[src/rtl/mem_port_responder_pkg.sv]
// Shared definitions for the stack CPU memory port: default word/address
// widths used by the core, and the responder state encoding.
package mem_port_responder_pkg;

  localparam int unsigned ADDR_W_DEF = 16;
  localparam int unsigned DATA_W_DEF = 16;

  localparam logic [2:0] ST_IDLE = 3'd0;
  localparam logic [2:0] ST_WR   = 3'd1;
  localparam logic [2:0] ST_RDA  = 3'd2;
  localparam logic [2:0] ST_RDB  = 3'd3;
  localparam logic [2:0] ST_CAP  = 3'd4;

  typedef enum logic [2:0] {
    IDLE = ST_IDLE,
    WR   = ST_WR,
    RDA  = ST_RDA,
    RDB  = ST_RDB,
    CAP  = ST_CAP
  } resp_state_e;

endpackage

[src/rtl/mem_port_responder.sv]
// Memory-side responder for the stack CPU memory port. Serves one request at
// a time (optional write, then optional two-word read) against a single-port
// synchronous SRAM with 1-cycle read latency, returning mem[RADDR] and
// mem[RADDR+1] on o_OP1/o_OP2 with a one-cycle o_VALID pulse.
//
// Ports:
//   i_CLOCK, i_RESET_N         clock, async active-low reset
//   i_REQ / o_READY            request handshake (accept on i_REQ && o_READY)
//   f_WRITE, f_READ            request kind flags
//   i_WADDR, i_DATA, i_RADDR   request payload, latched on accept
//   o_OP1, o_OP2, o_VALID      read result words and completion pulse
//   o_SRAM_ADDR/WE/WDATA       registered SRAM controls
//   i_SRAM_RDATA               SRAM read data (cycle after the address)
module mem_port_responder
  import mem_port_responder_pkg::*;
#(
  parameter int unsigned ADDR_W = ADDR_W_DEF,
  parameter int unsigned DATA_W = DATA_W_DEF
) (
  input  logic              i_CLOCK,
  input  logic              i_RESET_N,
  input  logic              i_REQ,
  output logic              o_READY,
  input  logic              f_WRITE,
  input  logic              f_READ,
  input  logic [ADDR_W-1:0] i_WADDR,
  input  logic [DATA_W-1:0] i_DATA,
  input  logic [ADDR_W-1:0] i_RADDR,
  output logic [DATA_W-1:0] o_OP1,
  output logic [DATA_W-1:0] o_OP2,
  output logic              o_VALID,
  output logic [ADDR_W-1:0] o_SRAM_ADDR,
  output logic              o_SRAM_WE,
  output logic [DATA_W-1:0] o_SRAM_WDATA,
  input  logic [DATA_W-1:0] i_SRAM_RDATA
);

  resp_state_e       state;
  logic              read_q;
  logic [ADDR_W-1:0] raddr_q;

  // Request FSM. SRAM controls are loaded on the edge entering each state so
  // they are stable for the whole state; write payload goes straight into the
  // SRAM output registers on accept, so only the read half is kept.
  always_ff @(posedge i_CLOCK or negedge i_RESET_N) begin
    if (!i_RESET_N) begin
      state        <= IDLE;
      read_q       <= 1'b0;
      raddr_q      <= '0;
      o_READY      <= 1'b1;
      o_VALID      <= 1'b0;
      o_OP1        <= '0;
      o_OP2        <= '0;
      o_SRAM_ADDR  <= '0;
      o_SRAM_WE    <= 1'b0;
      o_SRAM_WDATA <= '0;
    end else begin
      o_VALID   <= 1'b0;
      o_SRAM_WE <= 1'b0;
      unique case (state)
        IDLE: begin
          if (i_REQ) begin
            read_q  <= f_READ;
            raddr_q <= i_RADDR;
            if (f_WRITE) begin
              state        <= WR;
              o_READY      <= 1'b0;
              o_SRAM_ADDR  <= i_WADDR;
              o_SRAM_WE    <= 1'b1;
              o_SRAM_WDATA <= i_DATA;
            end else if (f_READ) begin
              state       <= RDA;
              o_READY     <= 1'b0;
              o_SRAM_ADDR <= i_RADDR;
            end else begin
              // Null request completes immediately.
              o_VALID <= 1'b1;
            end
          end
        end
        WR: begin
          if (read_q) begin
            state       <= RDA;
            o_SRAM_ADDR <= raddr_q;
          end else begin
            state   <= IDLE;
            o_READY <= 1'b1;
            o_VALID <= 1'b1;
          end
        end
        RDA: begin
          // Second word address wraps modulo 2^ADDR_W.
          state       <= RDB;
          o_SRAM_ADDR <= raddr_q + ADDR_W'(1);
        end
        RDB: begin
          state <= CAP;
          o_OP1 <= i_SRAM_RDATA;
        end
        CAP: begin
          state   <= IDLE;
          o_OP2   <= i_SRAM_RDATA;
          o_READY <= 1'b1;
          o_VALID <= 1'b1;
        end
        default: begin
          state   <= IDLE;
          o_READY <= 1'b1;
        end
      endcase
    end
  end

endmodule
[config.mk]
export PLATFORM = sky130hd
export DESIGN_NAME = mem_port_responder
export DESIGN_NICKNAME = d
export VERILOG_FILES = /design/src/rtl/mem_port_responder_pkg.sv /design/src/rtl/mem_port_responder.sv
export SDC_FILE = /design/constraint.sdc
export NUM_CORES = 1
export LEC_CHECK = 0
export BUFFER_PORTS_ARGS = -buffer_cell sky130_fd_sc_hd__buf_2
export CORE_ASPECT_RATIO = 0.8
export CORE_MARGIN = 1.5
export CORE_UTILIZATION = 50
export DETAILED_ROUTE_END_ITERATION = 10
export GPL_ROUTABILITY_DRIVEN = 0
export PLACE_DENSITY_LB_ADDON = 0.1
export SLEW_MARGIN = 20
export SYNTH_ARGS = -nofsm -noshare
export SYNTH_HDL_FRONTEND = slang
export SYNTH_SLANG_ARGS = --single-unit
[constraint.sdc]
create_clock -name i_CLOCK -period 2.6 [get_ports i_CLOCK]
set_input_delay 0.65 -clock i_CLOCK [delete_from_list [all_inputs] [get_ports i_CLOCK]]
set_output_delay 0.65 -clock i_CLOCK [all_outputs]
set_load 0.01 [all_outputs]
==> flow_metrics.py <==
metrics = {
    "run_status": {
        "status": "complete, no violations",
    },
    "sta": {
        "grt_setup_unrepaired": "no",
        "whs_ns": 0.1734,
        "period_needed_ns": 2.177,
        "fin_crit_sh_pct": 83.71,
        "max_freq_mhz": 459.5,
        "fin_worst_skew_ns": 0.008298,
        "report.final.slew_viol_count": 0,
        "relSlewSlack_pct": 65.29,
        "tns_ns": 0,
        "hold_violations": 0,
        "finalSetupViolCount": 0,
        "worst-slew-pin-transition_ns": 0.5183,
    },
    "synthesis": {
        "async_flop_share_pct": 100.0,
        "synth_nets": 417,
        "synthCells": 347,
        "synth_edf_count": 0,
        "synth_ff_type": "dfrtp_1",
        "synth_compound_area_share_pct": 10.48,
        "synth_mux_area_share_pct": 22.81,
        "ys_seq_area_share_pct": 51.97,
        "synth_top_family_by_area": "multiplexers",
        "yosysWarningCount": 0,
        "synthesis.area_um2": 4192,
        "synth-seq-cells": 87,
        "synthAdderAreaFrac_pct": 0.2985,
        "synthXorXnorAreaFrac_pct": 0.4179,
        "avgSynthCellArea_um2": 12.08,
        "synthDistinctLibCells": 48,
        "synthSimpleGateAreaFrac_pct": 10.15,
    },
    "power_and_ir_drop": {
        "pwr-share-comb_pct": 45.6,
        "p_int_mw": 3.903,
        "power_frac_clock_pct": 14.4,
        "p_sw_share_pct": 39.45,
        "peakVddDrop_mv": 0.5866,
        "leakage_nw": 2.404,
        "switchingPower_mw": 2.543,
        "power_frac_seq_pct": 40.0,
        "power_density_nw_per_um2": 1243,
    },
    "final_layout": {
        "antenna_cells": 0,
        "layout-drive-gt1-share_pct": 51.43,
        "nets": 553,
        "area_growth_pct": 23.73,
    },
    "job": {
        "cap_violations": 0,
    },
    "route": {
        "drt_iter0_drc": 184,
        "wire_per_inst_um": 16.96,
        "wirelength_um": 10110,
        "vias": 3346,
        "ant_nets": 0,
        "vias_per_cell": 5.614,
        "drtPass1Iterations": 5,
        "drc": 0,
    },
    "grt": {
        "antenna_found_initial": 1,
        "grt_pass1_wl_um": 16770,
        "grt_pass1_vias": 3330,
        "grt_max_degree": 31,
        "track_usage_pct": 24.07,
        "grt_overflow": 0,
    },
    "cts": {
        "path_clk_slew_ns": 0.10,
        "clk_latency_ns": 0.35,
        "cts_max_level": 3,
        "cts_resized": 0,
        "cts_tree": "done",
        "cts_buffers": 9,
        "cts.sinks": 87,
        "cts_setup_buffers": 0,
        "ctsRootBufferMaster": "clkbuf_8",
        "clockBufferDepth": 2,
        "postCtsHoldBufs": 0,
    },
    "place": {
        "portBuffers": 135,
        "dp_hpwl_um": 7599,
    },
    "critical_path": {
        "path_class": "reg2reg",
        "cp_max_fo": 14,
        "timing.critical_path.buf_inv": 1,
        "cpPeakStageDelay_ns": 0.56,
        "crit_path_start_kind": "flop",
        "cp_slowest_cell": "dfrtp_1",
        "crit_chain": "nor2_1 -> and3_1 -> buf_4 -> mux2_2",
        "critical-path-top-delay-family": "simple AND/OR/NAND/NOR gates",
        "end_kind": "flop",
        "crit_required_ns": 2.84,
        "arrival_ns": 2.41,
    },
    "die": {
        "ioPinCount": 136,
        "core_um2": 8019,
        "dieHeight_um": 84.90,
        "dieWidth_um": 105.4,
        "rows": 29,
        "initial_core_util_pct": 52.27,
        "die_area_um2": 8945,
    },
    "worst_hold_path": {
        "min_path_type": "in2async",
    },
}
-- final cells by class --
class                      count  area (um2)
clock buffer                  10       137.6
tap                          108       135.1
timing repair buffer         148       788.3
sequential                    87        2178
inverter                       9       33.78
clock inverter                 6       62.56
multi-input combinational    228        1851
fill                         660        2833
-- worst reg2reg max path, stage by stage (launching register included) --
cell and delay, ns:
dfrtp_1 0.56, nor2_1 0.34, and3_1 0.50, buf_4 0.30
mux2_2 0.36
-- metal layers --
layer,share of wire (%),vias up,track usage [%],wire [um]
met5,0.099,-,0,10
met4,1.2,2,6.725,121
met3,9.0,13,7.450,914
met2,47,145,38.27,4793
met1,42,1630,32.22,4270
li1,-,1556,-,-
-- worst paths after layout --
check	from	end	slack, ns	cells past startpoint
setup / recovery	state[0]	raddr_q[12]	0.42	4
hold / removal	i_RESET_N	state[0]	0.17	1
setup reg to reg	state[0]	raddr_q[12]	0.42	4
hold reg to reg	o_SRAM_WDATA[1]	o_SRAM_WDATA[1]	0.51	1
max in group asynchronous	i_RESET_N	o_OP1[12]	1.81	2
min in group i_CLOCK	o_SRAM_WDATA[1]	o_SRAM_WDATA[1]	0.51	1
-- per-stage QoR --
step / worst slack [ns] / total power, mW / instance area (um2) / util, % / instances
3_3_place_gp: 0.4596 / 5.446 / 4986 / 62.18 / 580
3_5_place_dp: 0.4414 / 5.539 / 4986 / 62.18 / 580
5_1_grt: 0.3345 / 6.915 / 5186 / 64.67 / 596
2_1_floorplan: 0.7766 / 4.501 / 4192 / - / 347
6_report: 0.4235 / 6.446 / 5186 / 64.67 / 596
4_1_cts: 0.4238 / 6.496 / 5186 / 64.67 / 596
-- cells in the final DEF (no fill, tap or decap), types with 10 or more instances in the layout --
master,netlist,routed
a21oi_1,11,11
buf_2,12,134
buf_4,3,13
clkbuf_8,0,10
dfrtp_1,86,86
mux2_2,76,76
mux2i_1,10,10
nand2_1,10,10
nor3_1,16,16
o21ai_0,18,18
-- logic make-up after synthesis --
kind of cell               after synthesis
DFF                                     87
buffers and inverters                   32
adders and majority gates                1
xor gates and xnor gates                 2
and+or+nand+nor                         72
AOI/OAI and AO/OA                       67
muxes                                   86
-- flip-flops by register name, summed over array words and instances, names as in the netlist --
register and cells:
o_SRAM_WDATA 16, raddr_q 16, o_VALID 1, read_q 1, o_SRAM_WE 1, o_SRAM_ADDR 16, state 3, o_OP2 16
o_OP1 16, o_READY 1
-- cells in the mapped netlist, types with 7 or more instances --
| master | count | area share [%] |
|---|---|---|
| nand2_1 | 10 | 0.90 |
| a22oi_1 | 8 | 1.4 |
| inv_1 | 9 | 0.81 |
| mux2i_1 | 10 | 2.4 |
| nor2_1 | 8 | 0.72 |
| buf_2 | 12 | 1.4 |
| o21ai_0 | 18 | 2.1 |
| mux2_2 | 76 | 20 |
| a31oi_1 | 9 | 1.3 |
| nor3_1 | 16 | 1.9 |
| a21oi_1 | 11 | 1.3 |
| nor4_1 | 7 | 1.0 |
| dfrtp_1 | 86 | 51 |
-- power groups by stage --
| stage | Sequential (mW) | Combinational (mW) | Clock [mW] |
|---|---|---|---|
| 6_report | 2.58 | 2.94 | 0.930 |
| 3_5_place_dp | 2.59 | 2.95 | 0 |
| 5_1_grt | 2.68 | 3.22 | 1.01 |
| 2_1_floorplan | 2.71 | 1.79 | 0 |
| 4_1_cts | 2.58 | 2.96 | 0.959 |
| 3_3_place_gp | 2.55 | 2.90 | 0 |
Power figures use the tool's default switching activity.
